`config.mk`:
```
export PLATFORM = sky130hd
export DESIGN_NAME = inference_scheduler
export DESIGN_NICKNAME = d
export VERILOG_FILES = /design/src/rtl/inference_scheduler.sv
export SDC_FILE = /design/constraint.sdc
export NUM_CORES = 1
export LEC_CHECK = 0
export CELL_PAD_IN_SITES_DETAIL_PLACEMENT = 0
export CELL_PAD_IN_SITES_GLOBAL_PLACEMENT = 1
export CORE_MARGIN = 2
export CORE_UTILIZATION = 40
export CTS_CLUSTER_DIAMETER = 80
export CTS_CLUSTER_SIZE = 16
export DETAILED_ROUTE_END_ITERATION = 8
export HOLD_SLACK_MARGIN = 0.05
export PLACE_DENSITY = 0.9
export SKIP_LAST_GASP = 1
export SLEW_MARGIN = 30
export SYNTH_ARGS = -nofsm -noshare
export SYNTH_HDL_FRONTEND = slang
export SYNTH_SLANG_ARGS = --single-unit
```
`constraint.sdc`:
```
create_clock -name clk -period 17.7 [get_ports clk]
set_input_delay 3.54 -clock clk [delete_from_list [all_inputs] [get_ports clk]]
set_output_delay 3.54 -clock clk [all_outputs]
set_load 0.02 [all_outputs]
```
`src/rtl/inference_scheduler.sv`:
```
// inference_scheduler: sequences one classifier inference at a time.
//   - Periodic or manual requests are held in a single pending slot.
//   - A run pulses mm_start, reads feature RAM addresses 0..NUM_CELLS-1 and
//     forwards the read data to the engine as a contiguous valid stream.
//   - It then waits (bounded) for the engine result, scores the winner against
//     min_score/min_margin and debounces the class over CONFIRM_COUNT runs.
// Ports:
//   clk, rst_n (synchronous, active-low)
//   enable, period_cycles, trigger           request sources
//   min_score, min_margin                    acceptance thresholds
//   feat_rd_en/addr/data                     feature RAM read port (1-cycle latency)
//   mm_start, mm_feature, mm_feature_valid   engine control and stream
//   mm_result_valid, mm_best_class, mm_scores_flat  engine result
//   busy, gesture_valid/class/margin         status and decision
//   timeout_err (pulse), overrun_err (sticky)
module inference_scheduler #(
  parameter int unsigned NUM_CELLS      = 1280,
  parameter int unsigned NUM_CLASSES    = 4,
  parameter int unsigned VALUE_BITS     = 8,
  parameter int unsigned ACC_BITS       = 24,
  parameter int unsigned PERIOD_BITS    = 24,
  parameter int unsigned TIMEOUT_CYCLES = 64,
  parameter int unsigned CONFIRM_COUNT  = 2
) (
  input  logic                            clk,
  input  logic                            rst_n,
  input  logic                            enable,
  input  logic [PERIOD_BITS-1:0]          period_cycles,
  input  logic                            trigger,
  input  logic [ACC_BITS-1:0]             min_score,
  input  logic [ACC_BITS-1:0]             min_margin,
  output logic                            feat_rd_en,
  output logic [$clog2(NUM_CELLS)-1:0]    feat_rd_addr,
  input  logic [VALUE_BITS-1:0]           feat_rd_data,
  output logic                            mm_start,
  output logic [VALUE_BITS-1:0]           mm_feature,
  output logic                            mm_feature_valid,
  input  logic                            mm_result_valid,
  input  logic [1:0]                      mm_best_class,
  input  logic [NUM_CLASSES*ACC_BITS-1:0] mm_scores_flat,
  output logic                            busy,
  output logic                            gesture_valid,
  output logic [1:0]                      gesture_class,
  output logic [ACC_BITS-1:0]             gesture_margin,
  output logic                            timeout_err,
  output logic                            overrun_err
);

  localparam int unsigned ADDR_BITS   = $clog2(NUM_CELLS);
  localparam int unsigned WAIT_BITS   = $clog2(TIMEOUT_CYCLES + 1);
  localparam int unsigned STREAK_BITS = $clog2(CONFIRM_COUNT + 1);

  typedef enum logic [1:0] {S_IDLE, S_STREAM, S_WAIT, S_DECIDE} state_t;

  state_t                                state, state_n;
  logic [PERIOD_BITS-1:0]                period_cnt, period_cnt_n, eff_period;
  logic                                  tick, req, take;
  logic                                  pending, pending_n, enable_q, overrun_n;
  logic [ADDR_BITS-1:0]                  rd_addr_n;
  logic                                  rd_en_n, start_n;
  logic [WAIT_BITS-1:0]                  wait_cnt, wait_cnt_n;
  logic [NUM_CLASSES-1:0][ACC_BITS-1:0]  scores_q, scores_n, scores_in;
  logic [1:0]                            cls_q, cls_n, last_cls, last_cls_n;
  logic [STREAK_BITS-1:0]                streak, streak_n;
  logic                                  gv_n, to_n;
  logic [1:0]                            gc_n;
  logic [ACC_BITS-1:0]                   gm_n;
  logic [ACC_BITS-1:0]                   best, second, margin;
  logic [ACC_BITS:0]                     diff;
  logic                                  accept;

  assign scores_in = mm_scores_flat;

  // Feature data passes straight through; gating keeps it 0 outside valid beats.
  assign mm_feature = mm_feature_valid ? feat_rd_data : '0;

  // Period tick and pending-request bookkeeping.
  always_comb begin
    eff_period   = (period_cycles < PERIOD_BITS'(2)) ? PERIOD_BITS'(2) : period_cycles;
    tick         = enable && (period_cnt >= eff_period - PERIOD_BITS'(1));
    period_cnt_n = '0;
    if (enable && !tick) period_cnt_n = period_cnt + PERIOD_BITS'(1);
    req  = tick || trigger;
    take = (state == S_IDLE) && pending;
    pending_n = pending;
    // Only the falling edge of enable flushes pending, so a manual trigger
    // issued while enable is low is not discarded.
    if (take || (enable_q && !enable)) pending_n = 1'b0;
    if (req) pending_n = 1'b1;
    // A request landing on the cycle the old one is consumed simply refills the slot.
    overrun_n = overrun_err || (req && pending && !take);
  end

  // Winner/runner-up margin and acceptance test on the latched scores.
  always_comb begin
    best   = scores_q[cls_q];
    second = {1'b1, {(ACC_BITS-1){1'b0}}};
    for (int unsigned k = 0; k < NUM_CLASSES; k++) begin
      if ((2'(k) != cls_q) && ($signed(scores_q[2'(k)]) > $signed(second)))
        second = scores_q[2'(k)];
    end
    diff = {best[ACC_BITS-1], best} - {second[ACC_BITS-1], second};
    // Positive differences always fit; only a negative one (engine argmax
    // disagreeing with the scores) needs clamping.
    margin = diff[ACC_BITS] ? '0 : diff[ACC_BITS-1:0];
    accept = ($signed(best) >= $signed(min_score)) && (margin >= min_margin);
  end

  // Next-state and registered-output logic.
  always_comb begin
    state_n    = state;
    rd_en_n    = 1'b0;
    rd_addr_n  = feat_rd_addr;
    start_n    = 1'b0;
    wait_cnt_n = wait_cnt;
    scores_n   = scores_q;
    cls_n      = cls_q;
    last_cls_n = last_cls;
    streak_n   = streak;
    gv_n       = 1'b0;
    gc_n       = gesture_class;
    gm_n       = gesture_margin;
    to_n       = 1'b0;
    case (state)
      S_IDLE: begin
        if (pending) begin
          state_n   = S_STREAM;
          start_n   = 1'b1;
          rd_en_n   = 1'b1;
          rd_addr_n = '0;
        end
      end
      S_STREAM: begin
        if (feat_rd_addr == ADDR_BITS'(NUM_CELLS - 1)) begin
          state_n    = S_WAIT;
          rd_addr_n  = '0;
          wait_cnt_n = '0;
        end else begin
          rd_en_n   = 1'b1;
          rd_addr_n = feat_rd_addr + ADDR_BITS'(1);
        end
      end
      S_WAIT: begin
        if (mm_result_valid && (wait_cnt != WAIT_BITS'(TIMEOUT_CYCLES))) begin
          scores_n = scores_in;
          cls_n    = mm_best_class;
          state_n  = S_DECIDE;
        end else if (wait_cnt == WAIT_BITS'(TIMEOUT_CYCLES)) begin
          state_n = S_IDLE;
        end else begin
          wait_cnt_n = wait_cnt + WAIT_BITS'(1);
          // Pulse lands on the cycle the count reaches the limit, while still busy.
          if (wait_cnt == WAIT_BITS'(TIMEOUT_CYCLES - 1)) begin
            to_n     = 1'b1;
            streak_n = '0;
          end
        end
      end
      S_DECIDE: begin
        state_n = S_IDLE;
        if (accept) begin
          if (cls_q == last_cls) begin
            streak_n = (streak >= STREAK_BITS'(CONFIRM_COUNT)) ?
                       STREAK_BITS'(CONFIRM_COUNT) : streak + STREAK_BITS'(1);
          end else begin
            last_cls_n = cls_q;
            streak_n   = STREAK_BITS'(1);
          end
          if (streak_n == STREAK_BITS'(CONFIRM_COUNT)) begin
            gv_n = 1'b1;
            gc_n = cls_q;
            gm_n = margin;
          end
        end else begin
          streak_n = '0;
        end
      end
      default: state_n = S_IDLE;
    endcase
  end

  // State and output registers.
  always_ff @(posedge clk) begin
    if (!rst_n) begin
      state            <= S_IDLE;
      period_cnt       <= '0;
      pending          <= 1'b0;
      enable_q         <= 1'b0;
      feat_rd_en       <= 1'b0;
      feat_rd_addr     <= '0;
      mm_start         <= 1'b0;
      mm_feature_valid <= 1'b0;
      wait_cnt         <= '0;
      scores_q         <= '0;
      cls_q            <= '0;
      last_cls         <= '0;
      streak           <= '0;
      busy             <= 1'b0;
      gesture_valid    <= 1'b0;
      gesture_class    <= '0;
      gesture_margin   <= '0;
      timeout_err      <= 1'b0;
      overrun_err      <= 1'b0;
    end else begin
      state            <= state_n;
      period_cnt       <= period_cnt_n;
      pending          <= pending_n;
      enable_q         <= enable;
      feat_rd_en       <= rd_en_n;
      feat_rd_addr     <= rd_addr_n;
      mm_start         <= start_n;
      mm_feature_valid <= feat_rd_en;
      wait_cnt         <= wait_cnt_n;
      scores_q         <= scores_n;
      cls_q            <= cls_n;
      last_cls         <= last_cls_n;
      streak           <= streak_n;
      busy             <= (state_n != S_IDLE);
      gesture_valid    <= gv_n;
      gesture_class    <= gc_n;
      gesture_margin   <= gm_n;
      timeout_err      <= to_n;
      overrun_err      <= overrun_n;
    end
  end

endmodule

```
==> results.md, run 1 <==
- Hold_buf cts: 0
- Via-per-instance ratio: 5.63
- Final HPWL DP: 35.1 mm
- Filler Cell Count: 3303
- Unrepaired setup endpoints after global routing: false
- Top cell type by total area after synthesis: dfxtp_1
- Worst Path Required: 18080 ps
- Worst setup SP type: flip-flop
- EDFF count, synth: 0
- Yosys Warn Count: 0
- CP Data Arrival Time: 16010 ps
- Total negative slack: 0 ps
- Wire length per cell: 18.2 um
- Total Routing Usage GR: 24.3%
- Final Cycle Share: 88.3%
- ANT cells: 0
- Io pins: 235
- Reg area: 3620 sq um
- Count of pins over their slew limit: 0
- Actual slew at the worst max-slew pin: 925 ps
- Pwr Density: 49.7 nW/um^2
- CP most frequent cell: a21o_1
- 1st-iter DRT viols: 951
- CTS Buffer Depth: 2
- Clk sink count: 181
- CTS tree: built
- Synth unique cells: 64
- Met1 usage: 29.5%
- Largest net degree at the start of global routing: 93
- Die Ht: 190 um
- Max-slew headroom: 38.4%
- Pre-CTS setup slack: 2450 ps
- Non-filler cells in the finished layout: 2432
- Hold slack: 464 ps
- Post-synthesis sequential area ratio: 26.2%
- IO Port Bufs: 234
- CP peak stage delay: 550 ps
- Hold Crit Class: flip-flop to flip-flop
- Overflow after GRT: 0
- DR DRC count: 0
- Syn_nets: 2139
- M2 GR Usage: 41.6%
- Core Region: 34300 sq um
- DR vias: 13700
- Chip width: 190 um
- Root Buffer: clkbuf_16
- CTS Buf Count: 17
- Clk slew on worst S/H paths: 80 ps
- Post-cts resize count: 0
- Final Hold Vio Count: 0
- Effective utilization at floorplan: 40.4%
- CP Max Fanout: 31
- Worst reg2reg endpoint: gesture_margin[5]$_SDFFE_PN0P_
- Gr busiest metal: met2
- Final GP Congestion: 0.962
- R2R cell count: 63
- Lkg Pwr: 0.00678 uW
- Hold_sp: period_cnt[0]$_SDFF_PN0_
- CP max-delay cell: nor2_4
- Fin worst setup slack: 2070 ps
- Synthesized area: 13800 sq um
- Share of the synthesized area in the top cell type: 26.2%
- Area of the multi-input gates: 9550 sq um
- Synth Register Bits: 181
- Vias in the first global route: 13400
- Max_cap viols: 0
- Worst r2r src: scores_q[23]$_SDFFE_PN0P_
- Syn Inst Count: 1783
- Ranking of synthesized cells by area: dfxtp_1, ha_1, nand2_1, a21oi_1, mux4_2
- VDD IR-drop max: 0.0683 mV
- First-pass GRT wire length: 69.7 mm
- Layout cell share with drive strength beyond 1: 4.86%
- Critical path class: flip-flop to flip-flop
- Core Rows: 68
- Status: finished clean
- Crit end category: flip-flop
- Skew final: 12.8 ps
- Number of routed nets with antenna violations: 0
- Final setup violation count: 0
- Routed WL: 44.3 mm
- H-tree levels: 4
- Die Area: 36100 sq um
- Maximum clock frequency: 0.0640 GHz
- DP Cell Count: 2400
- Asr flop ratio synth: 0%
- WHS Path Cells: 1
- Synth Flop Type: dfxtp_1
- R2R Setup Slk: 2070 ps
- P&R area growth vs syn: 23.7%
- Clk_lat worst skew: 450 ps
- Initial antenna violation count: 4
- Tmin final: 15630 ps
- Nets: 2320
- Synth Area per Inst: 7.77 sq um
- Grt met3 use: 5.35%
- DR pass1 iterations: 6
- Postcts setup bufs: 0
- Worst Hold Path EP: period_cnt[0]$_SDFF_PN0_
-- worst max-delay path by stage --
| stage | depth (start not counted) | from | to |
|---|---|---|---|
| after CTS | 63 | scores_q[23]$_SDFFE_PN0P_ | gesture_margin[12]$_SDFFE_PN0P_ |
| after global placement | 61 | scores_q[23]$_SDFFE_PN0P_ | gesture_margin[21]$_SDFFE_PN0P_ |
| after detailed placement | 63 | scores_q[23]$_SDFFE_PN0P_ | gesture_margin[16]$_SDFFE_PN0P_ |
| final | 63 | scores_q[23]$_SDFFE_PN0P_ | gesture_margin[5]$_SDFFE_PN0P_ |
| after global routing | 64 | scores_q[23]$_SDFFE_PN0P_ | gesture_margin[11]$_SDFFE_PN0P_ |
| after floorplan | 69 | cls_q[1]$_SDFFE_PN0P_ | gesture_margin[14]$_SDFFE_PN0P_ |
-- area by class of cell --
cell class                 count  share of cell area (%)
clock buffer                  20                    2.61
tap                          455                    3.32
clock inverter                12                   0.555
inverter                      93                    2.05
multi-input combinational   1419                    55.7
timing repair buffer         252                    14.6
sequential                   181                    21.2
-- metrics by stage --
step | total power, uW | util, % | area, sq um
2_1_floorplan | 446 | - | 13800
3_3_place_gp | 500 | 48.3 | 16600
6_report | 850 | 49.9 | 17100
5_1_grt | 882 | 49.9 | 17100
4_1_cts | 862 | 49.9 | 17100
3_5_place_dp | 501 | 48.4 | 16600
-- critical path: cells and delay by family (launching register included) --
family,cells,cell delay [ps]
mux,2,570
compound gates,33,7190
flops,1,470
fa+ha+maj,6,1780
buf+inv,7,1430
simple gates,15,4100
-- cell usage in the layout (no fill, tap or decap), types with 20 or more instances in the layout --
cell / instances
nor4_1: 45
dfxtp_1: 180
nor3_1: 36
o22ai_1: 24
a211o_1: 25
inv_1: 92
xnor2_1: 41
clkdlybuf4s50_1: 234
a21oi_1: 184
and2_1: 20
xor2_1: 36
nand4_1: 38
o21ai_0: 65
mux2i_1: 24
nand3_1: 49
nor2_1: 105
ha_1: 172
nand2_1: 314
mux4_2: 24
a21o_1: 58
-- state kept, by name (all words and copies together) (netlist names) --
| signal | cells |
|---|---|
| timeout_err | 1 |
| gesture_valid | 1 |
| feat_rd_addr | 11 |
| streak | 2 |
| gesture_margin | 24 |
| enable_q | 1 |
| last_cls | 2 |
| pending | 1 |
| mm_start | 1 |
| feat_rd_en | 1 |
| gesture_class | 2 |
| mm_feature_valid | 1 |
| scores_q | 96 |
| busy | 1 |
| wait_cnt | 7 |
| cls_q | 2 |
| overrun_err | 1 |
| state | 2 |
| period_cnt | 24 |
-- layer usage --
metal,routed length (um),part of all wire [%]
met5,41,0.093
met4,1670,3.8
met3,2660,6.0
met2,21100,48
met1,18800,43
-- kinds of logic after synthesis --
logic type	Yosys count	share of synthesized area (%)
and+or+nand+nor	688	23.1
AOI/OAI and AO/OA	429	19.1
buffers and inverters	183	5.13
DFF	181	26.2
adders and majority gates	174	15.8
xor gates and xnor gates	77	4.87
muxes	51	5.87
-- Yosys cell counts (all sizes together), types with 8 or more instances --
cell type  number
nand2         314
a21oi         184
dfxtp         181
ha            172
nor2          106
inv            93
clkbuf         76
o21ai          67
a21o           58
nand3          50
nor4           45
xnor2          41
nand4          38
nor3           36
xor2           36
a211o          25
mux2i          25
mux4           24
o22ai          24
and2           21
nor2b          19
and3           14
buf            14
a211oi         13
nand2b         12
o21a           12
or2             9
o211ai          8
-- report_power, final --
group | total (uW) | switching [uW] | internal (uW) | leakage (uW)
combinational | 81.1 | 31.9 | 49.2 | 0.00506
sequential | 411 | 1.71 | 409 | 0.00146
clock | 359 | 173 | 186 | 0.000267
total | 850 | 207 | 644 | 0.00678
No activity file was read; power rests on OpenSTA's default activity.
==> run 2: changes to the inputs <==
Clock period 17.7 ns to 14.8 ns, I/O delays scaled along.
==> results.md, run 2 (synthesized netlist as in run 1, its figures left out) <==
- Via-per-instance ratio: 5.59
- CP Data Arrival Time: 14260 ps
- Crit end category: flip-flop
- Final HPWL DP: 35.6 mm
- IO Port Bufs: 234
- Flop pwr share: 45.9%
- Switch share: 24.1%
- Status: finished clean
- Comb pwr share: 9.0%
- Final Hold Vio Count: 0
- 1st-iter DRT viols: 972
- Power Total: 1070 uW
- Worst Path Required: 15160 ps
- P&R area growth vs syn: 26.0%
- Worst Hold Path EP: period_cnt[0]$_SDFF_PN0_
- Routed WL: 45.1 mm
- ANT cells: 0
- Worst path bufs/invs: 10
- CP max-delay cell: dfxtp_1
- Hold Crit Class: flip-flop to flip-flop
- Clk slew on worst S/H paths: 70 ps
- Number of routed nets with antenna violations: 0
- H-tree levels: 4
- Hold_buf cts: 0
- CP peak stage delay: 430 ps
- Root Buffer: clkbuf_16
- First-pass GRT wire length: 69.7 mm
- Worst setup SP type: flip-flop
- Vias in the first global route: 13200
- Skew final: 13.2 ps
- Clk sink count: 181
- Final setup violation count: 0
- Largest net degree at the start of global routing: 93
- Worst reg2reg endpoint: gesture_margin[23]$_SDFFE_PN0P_
- Commonest non-fill, non-tap cells in the layout: nand2_1, clkdlybuf4s50_1, a21oi_1, dfxtp_1, ha_1
- CTS tree: built
- Max_cap viols: 0
- Clock power share: 45.0%
- R2R cell count: 67
- CP Max Fanout: 49
- Hold slack: 468 ps
- Nets: 2336
- Largest register FFs: 96
- WHS Path Cells: 1
- Worst r2r src: scores_q[18]$_SDFFE_PN0P_
- VDD IR-drop max: 0.0795 mV
- Core Region: 34300 sq um
- Effective utilization at floorplan: 40.4%
- Die Ht: 190 um
- R2R Setup Slk: 890 ps
- P_int: 811 uW
- Critical path class: flip-flop to flip-flop
- DR vias: 13700
- DR DRC count: 0
- Crit path max-delay family: compound AO/OA/AOI/OAI gates
- Levels on crit path: 67
- Pwr Density: 61.2 nW/um^2
- DR pass1 iterations: 6
- Count of pins over their slew limit: 0
- Largest Register: scores_q
- Total Routing Usage GR: 24.6%
- Actual slew at the worst max-slew pin: 884 ps
- Final GP Congestion: 0.980
- Hold_sp: period_cnt[0]$_SDFF_PN0_
- Layout cell share with drive strength beyond 1: 6.42%
- Max-slew headroom: 41.1%
- Maximum clock frequency: 0.0719 GHz
- Core Rows: 68
- CP most frequent cell: a21o_1
- Io pins: 235
- Overflow after GRT: 0
- Initial antenna violation count: 2
- CTS Buffer Depth: 2
- Wire length per cell: 18.4 um
- Chip width: 190 um
- Final Cycle Share: 94.0%
- Psw: 258 uW
- Lkg Pwr: 0.00691 uW
- Die Area: 36100 sq um
- Tmin final: 13910 ps
- Leading cell type in the layout, fill and taps excluded: nand2_1
- CTS Buf Count: 17
- Largest registers: scores_q: 96 flops, gesture_margin: 24 flops, period_cnt: 24 flops
- Clk_lat worst skew: 460 ps
run 2: per-layer routing:
metal  track usage (%)  routed length, um
met2              42.3              21700
met3              4.46               2540
met5                 0                 25
met1              30.5              19400
met4              9.51               1470
run 2: how the worst max path moves through the flow:
stage	slack (ps)	startpoint	to
finish	890	scores_q[18]$_SDFFE_PN0P_	gesture_margin[23]$_SDFFE_PN0P_
global route	-50	scores_q[18]$_SDFFE_PN0P_	gesture_margin[23]$_SDFFE_PN0P_
CTS	0.3	scores_q[23]$_SDFFE_PN0P_	gesture_margin[23]$_SDFFE_PN0P_
detailed placement	-520	scores_q[1]$_SDFFE_PN0P_	gesture_margin[0]$_SDFFE_PN0P_
global placement	40	scores_q[23]$_SDFFE_PN0P_	gesture_margin[0]$_SDFFE_PN0P_
floorplan	1350	cls_q[1]$_SDFFE_PN0P_	gesture_margin[14]$_SDFFE_PN0P_
run 2: power groups by stage:
stage | registers, uW | clock network, uW | logic, uW
2_1_floorplan | 503 | 0 | 30.3
3_3_place_gp | 502 | 0 | 95.8
3_5_place_dp | 502 | 0 | 96.7
4_1_cts | 491 | 490 | 97.5
5_1_grt | 491 | 509 | 105
6_report | 491 | 481 | 96.6
run 2: what timing repair did:
| action | in CTS | in global routing |
|---|---|---|
| gates resized for setup | 5 | 27 |
| endpoints found under the setup margin | 31 | 31 |
| buffers inserted | 6 | 9 |
| cloned | 1 | 0 |
| hold endpoints to repair | 0 | 0 |
| pin swaps | 3 | 3 |
run 2: cell type report:
class / count / area [sq um]
Sequential cell: 181 / 3630
Clock buffer: 19 / 453
Multi-Input combinational cell: 1420 / 9640
Timing Repair Buffer: 267 / 2650
Fill cell: 3325 / 16800
Clock inverter: 13 / 160
Tap cell: 455 / 569
Inverter: 93 / 352
run 2: metrics by stage:
stage          TNS, ps  setup slack, ps  util (%)  instance area, sq um  std cells
6_report             0              892      50.9                 17500       2448
5_1_grt          -68.4            -54.9      50.9                 17500       2448
4_1_cts              0            0.318      50.4                 17300       2439
3_5_place_dp    -10370             -519      48.3                 16600       2400
3_3_place_gp         0             40.8      48.3                 16600       2400
2_1_floorplan        0             1350         -                 13800       1783
